### config.mk
export PLATFORM = sky130hd
export DESIGN_NAME = f_pc_unit
export DESIGN_NICKNAME = d
export VERILOG_FILES = /design/src/rtl/f_pc_unit.sv
export SDC_FILE = /design/constraint.sdc
export NUM_CORES = 1
export LEC_CHECK = 0
export ABC_AREA = 0
export BUFFER_PORTS_ARGS = -buffer_cell sky130_fd_sc_hd__clkbuf_2
export CELL_PAD_IN_SITES_DETAIL_PLACEMENT = 1
export CELL_PAD_IN_SITES_GLOBAL_PLACEMENT = 2
export CORE_ASPECT_RATIO = 1.5
export CORE_UTILIZATION = 38
export CTS_BUF_LIST = sky130_fd_sc_hd__clkbuf_2
export DETAILED_ROUTE_END_ITERATION = 8
export PLACE_DENSITY = 0.9
export SYNTH_ARGS = -nofsm -noshare
export SYNTH_HDL_FRONTEND = slang
export SYNTH_SLANG_ARGS = --single-unit
### constraint.sdc
create_clock -name clk -period 5.3 [get_ports clk]
set_input_delay 0.265 -clock clk [delete_from_list [all_inputs] [get_ports clk]]
set_output_delay 0.265 -clock clk [all_outputs]
set_load 0.005 [all_outputs]
### src/rtl/f_pc_unit.sv
// Fetch-stage PC generator. Selects the next PC from exception, eret, stall and D-stage
// redirect, flags F-stage address errors, and keeps a return-address stack for jr $ra.
module f_pc_unit #(
  parameter logic [31:0] RESET_PC   = 32'h0000_3000,
  parameter logic [31:0] EXC_VEC    = 32'h0000_4180,
  parameter bit          ERET_PLUS4 = 1'b1,
  parameter logic [31:0] IM_BASE    = 32'h0000_3000,
  parameter logic [31:0] IM_BYTES   = 32'h0000_4000,
  parameter int unsigned RAS_DEPTH  = 4,
  parameter int unsigned CNT_W      = 16
) (
  input  logic             clk,
  input  logic             reset,
  input  logic             stall,
  input  logic             req,
  input  logic             eret,
  input  logic [31:0]      epc,
  input  logic [2:0]       npc_op,
  input  logic [31:0]      d_pc,
  input  logic             b_jump,
  input  logic [15:0]      imm16,
  input  logic [25:0]      imm26,
  input  logic [31:0]      rs,
  input  logic             ras_push,
  input  logic             ras_pop,
  output logic [31:0]      f_pc,
  output logic             f_adel,
  output logic [31:0]      ras_top,
  output logic             ras_valid,
  output logic [CNT_W-1:0] ras_miss_cnt
);

  typedef enum logic [2:0] {
    NPC_PC4     = 3'd0,
    NPC_B       = 3'd1,
    NPC_J_JAL   = 3'd2,
    NPC_JR_JALR = 3'd3
  } npc_op_e;

  localparam int unsigned SP_W   = $clog2(RAS_DEPTH);
  localparam int unsigned CT_W   = SP_W + 1;
  // 33-bit end address so a window reaching the top of the address space cannot wrap
  localparam logic [32:0] IM_END = {1'b0, IM_BASE} + {1'b0, IM_BYTES};

  npc_op_e          op;
  logic [31:0]      pc_q, pc_d;
  logic [SP_W-1:0]  sp_q, sp_d;
  logic [CT_W-1:0]  cnt_q, cnt_d;
  logic [CNT_W-1:0] miss_q, miss_d;
  logic [31:0]      ras_q [RAS_DEPTH];
  logic             ras_we;
  logic [SP_W-1:0]  ras_widx;
  logic [31:0]      ras_wdata;
  logic [31:0]      br_off;
  logic             upd, push_g, pop_g;

  assign op     = npc_op_e'(npc_op);
  assign br_off = {{14{imm16[15]}}, imm16, 2'b00};

  always_comb begin
    pc_d = pc_q + 32'd4;
    if (req)                          pc_d = EXC_VEC;
    else if (eret)                    pc_d = epc + (ERET_PLUS4 ? 32'd4 : 32'd0);
    else if (stall)                   pc_d = pc_q;
    else if (op == NPC_JR_JALR)       pc_d = rs;
    else if (op == NPC_B && b_jump)   pc_d = d_pc + 32'd4 + br_off;
    else if (op == NPC_J_JAL)         pc_d = {d_pc[31:28], imm26, 2'b00};
  end

  assign upd    = !stall && !req && !eret;
  assign push_g = upd && ras_push;
  assign pop_g  = upd && ras_pop;

  always_comb begin
    sp_d      = sp_q;
    cnt_d     = cnt_q;
    ras_we    = 1'b0;
    ras_widx  = sp_q + 1'b1;
    ras_wdata = d_pc + 32'd8;
    miss_d    = miss_q;
    // call+return in one instruction replaces the top; on an empty stack it is a plain push
    if (push_g && pop_g && cnt_q != '0) begin
      ras_we   = 1'b1;
      ras_widx = sp_q;
    end else if (push_g) begin
      ras_we = 1'b1;
      sp_d   = sp_q + 1'b1;
      if (cnt_q != CT_W'(RAS_DEPTH)) cnt_d = cnt_q + 1'b1;
    end else if (pop_g && cnt_q != '0) begin
      sp_d  = sp_q - 1'b1;
      cnt_d = cnt_q - 1'b1;
    end
    if (pop_g && op == NPC_JR_JALR && (cnt_q == '0 || rs != ras_q[sp_q]) && miss_q != '1)
      miss_d = miss_q + 1'b1;
  end

  always_ff @(posedge clk or negedge reset) begin
    if (!reset) begin
      pc_q   <= RESET_PC;
      sp_q   <= '0;
      cnt_q  <= '0;
      miss_q <= '0;
      for (int unsigned i = 0; i < RAS_DEPTH; i++) ras_q[i] <= '0;
    end else begin
      pc_q   <= pc_d;
      sp_q   <= sp_d;
      cnt_q  <= cnt_d;
      miss_q <= miss_d;
      if (ras_we) ras_q[ras_widx] <= ras_wdata;
    end
  end

  assign f_pc         = pc_q;
  assign f_adel       = (pc_q[1:0] != 2'b00) || (pc_q < IM_BASE) || ({1'b0, pc_q} >= IM_END);
  assign ras_top      = ras_q[sp_q];
  assign ras_valid    = (cnt_q != '0);
  assign ras_miss_cnt = miss_q;

endmodule

==> flow_summary.json <==
{
  "power_frac_clock_pct": 14.9,
  "drt-pass1-iter-count": 5,
  "post_dp_cell_area_sq_um": 14320,
  "clock_pin_transition_on_the_worst_setup_and_hold_timing_paths_ns": 0.32,
  "dp_worst_setup_slack_ns": 1.614,
  "horizontal_die_dimension_microns": 151.5,
  "irDropWorstVdd_mv": 0.2374,
  "run_status": "completed",
  "crit_path_end_kind": "register",
  "ys.flop_type": "dfrtp_1",
  "groute.usage.overall_pct": 29.48,
  "power.combinational.fraction_pct": 45.3,
  "clock_tree.root_cell": "clkbuf_2",
  "power.leakage_nw": 7.314,
  "post_drt_wl_per_cell_microns": 22.28,
  "timing.final.crit_period_ns": 3.821,
  "cts_buffer_depth": 2,
  "grt_first_pass_wirelength_microns": 75510,
  "r2r-start": "sp_q[1]",
  "synth.yosys.warnings": 0,
  "worst-r2r-setup-slack_ns": 1.60,
  "first_global_vias": 13145,
  "place.port_buffers": 230,
  "worstRegToRegCells": 8,
  "timing.fmax_mhz": 261.7,
  "final_area_sq_um": 15960,
  "endpoint": "f_pc[30]",
  "cellInternalPower_mw": 3.274,
  "cts_resized": 0,
  "clock_tree.htree_level_count": 4,
  "timing.slew.headroom_pct": 29.48,
  "syn-mean-instance-area_sq_um": 8.786,
  "edff_count_synth": 0,
  "netSwitchingFraction_pct": 41.99,
  "cts_tree": "done",
  "synth_top_area_cell": "dfrtp_1",
  "gp_congestion": 0.9287,
  "setup_viol_count_final": 0,
  "fin_tns_setup_ns": 0,
  "timing.final.max_slew_violations": 0,
  "initial_utilization_pct": 38.80,
  "fin_skew_ns": 0.06215,
  "crit-reg2reg-capture": "ras_miss_cnt[1]",
  "worstSetupStartpoint": "epc[2]",
  "mappedNetlistArea_sq_um": 12740,
  "detailedRoute.firstIterationViolations": 667,
  "synth_cell_types": 68,
  "design.portCount": 231,
  "area_of_the_core_sq_um": 32840,
  "cp_data_arrival_time_ns": 4.65,
  "rsz0062_at_grt": "no",
  "synthToLayoutAreaGrowth_pct": 25.30,
  "detail_route.wirelength_microns": 49280,
  "postSynthCellCount": 1450,
  "antenna_found_initial": 2,
  "gr-total-overflow": 0,
  "timing.hold.worst.class": "in -> reg",
  "cp_max_fo": 6,
  "postSynthRegisterBits": 181,
  "seqPwrFrac_pct": 39.8,
  "synth.area.top_cells": "dfrtp_1 (35%), xor2_1 (6.2%), ha_1 (6.1%), nand2_1 (5.6%), o21ai_0 (5.1%)",
  "worst_setup_path_type": "in -> reg",
  "post-route-period-util_pct": 72.10,
  "nNetsFinal": 1996,
  "synth_nets": 1663,
  "dieHeight_microns": 226.3,
  "via_per_inst": 5.669,
  "die-area_sq_um": 34280,
  "worstSkewPairLatency_ns": 0.91,
  "worstMarginPinSlew_ns": 1.058,
  "number_of_placement_rows": 81,
  "final_ws_setup_ns": 1.479,
  "post_route_cells_drive_above_1_share_pct": 18.93,
  "numClockSinks": 181,
  "num_vias": 12540,
  "synth_top_area_share_pct": 35.16,
  "drt_drc_violations_left": 0,
  "dp_hpwl_microns": 37180,
  "cp_data_required_time_ns": 6.12,
  "cp-start-kind": "primary input",
  "grt_start_max_net_pins": 94,
  "power-per-cell-area_nw_per_um2": 353.6,
  "ant_nets": 0,
  "asyncSetResetFlopFracSynth_pct": 100.0,
  "numCtsBuffers": 17,
  "hold_violations": 0,
  "synth-seq-area-share_pct": 35.57,
  "cap_violations": 0,
  "switching_power_mw": 2.370
}
worst min-delay path by stage:
stage / from / slack [ns] / cells past startpoint / endpoint
2_1_floorplan: reset / -0.03 / 0 / cnt_q[0]
3_3_place_gp: reset / 0.41 / 1 / ras_q[101]
3_5_place_dp: reset / 0.42 / 1 / ras_q[37]
4_1_cts: imm26[22] / 0.01 / 7 / f_pc[24]
5_1_grt: d_pc[2] / 0.09 / 3 / ras_q[66]
6_report: imm26[22] / 0.11 / 7 / f_pc[24]
routing by layer:
metal	vias up	GRT usage (%)	wire, microns
li1	5887	-	-
met1	6188	34.53	19620
met2	369	52.39	25170
met3	94	4.507	2368
met4	2	13.09	2104
met5	-	0	14
area by class of cell:
type	instances	area, sq um
Fill cell	3971	16870
Clock buffer	17	85.08
Clock inverter	15	192.7
Timing Repair Buffer	387	2701
Antenna cell	1	2.502
Multi-Input combinational cell	1165	7811
Tap cell	415	519.2
Inverter	31	116.4
Sequential cell	181	4534
synthesized netlist by cell type, drive strengths merged (28+ instances only):
master and count:
inv 31, xnor2 63, nor2 122, ha 62
mux2i 37, xor2 90, a21oi 89, dfrtp 179
nor3 33, nand2 191, o21ai 131, clkbuf 57
a211oi 28, nand3 57
per-stage QoR:
step           util (%)  hold slack [ns]  cells  total power [mW]
4_1_cts           48.61          0.01310   2211             5.658
6_report          48.61           0.1058   2212             5.644
2_1_floorplan         -         -0.03059   1450             3.673
5_1_grt           48.61          0.09325   2212             5.999
3_5_place_dp      43.62           0.4238   2045             4.716
3_3_place_gp      43.62           0.4080   2045             4.624
cells by family after synthesis:
family / after synthesis / synth area share [%]
adders and majority gates: 64 / 6.403
AOI/OAI and AO/OA: 360 / 17.32
xor gates and xnor gates: 153 / 10.52
and+or+nand+nor: 515 / 18.68
DFF: 181 / 35.57
buffers and inverters: 104 / 3.437
muxes: 73 / 8.063
worst max-delay path: stages:
cell	delay (ns)
dlygate4sd3_1	0.53
clkbuf_2	0.19
ha_1	0.29
and3_1	0.28
nand3_1	0.14
or3_1	0.48
nor2_1	0.16
xnor2_1	0.08
dlygate4sd3_1	0.58
a221oi_1	0.25
dlygate4sd3_1	0.60
o41ai_1	0.06
dlygate4sd3_1	0.59
o21ai_0	0.15
power groups by stage:
| stage | clock (mW) | sequential [mW] | combinational (mW) |
|---|---|---|---|
| 6_report | 0.841 | 2.25 | 2.56 |
| 3_3_place_gp | 0 | 2.24 | 2.38 |
| 3_5_place_dp | 0 | 2.27 | 2.44 |
| 2_1_floorplan | 0 | 2.05 | 1.62 |
| 4_1_cts | 0.864 | 2.24 | 2.55 |
| 5_1_grt | 0.903 | 2.32 | 2.78 |
timing repair:
action	in CTS	in global routing
setup buffers	0	0
hold endpoints to repair	253	0
hold buffers	134	0
registers in the layout, summed over array words and instances (netlist names):
name          cells
f_pc             32
sp_q              2
cnt_q             3
ras_miss_cnt     16
ras_q           128
placed cells by master, fill, tap and decap left out, types with 56 or more instances in the layout:
cell,n
clkbuf_2,246
nand2_1,189
dfrtp_1,177
dlygate4sd3_1,133
o21ai_0,130
nor2_1,121
xor2_1,90
a21oi_1,89
xnor2_1,63
ha_1,62
nand3_1,56
No activity file was read; power rests on OpenSTA's default activity.
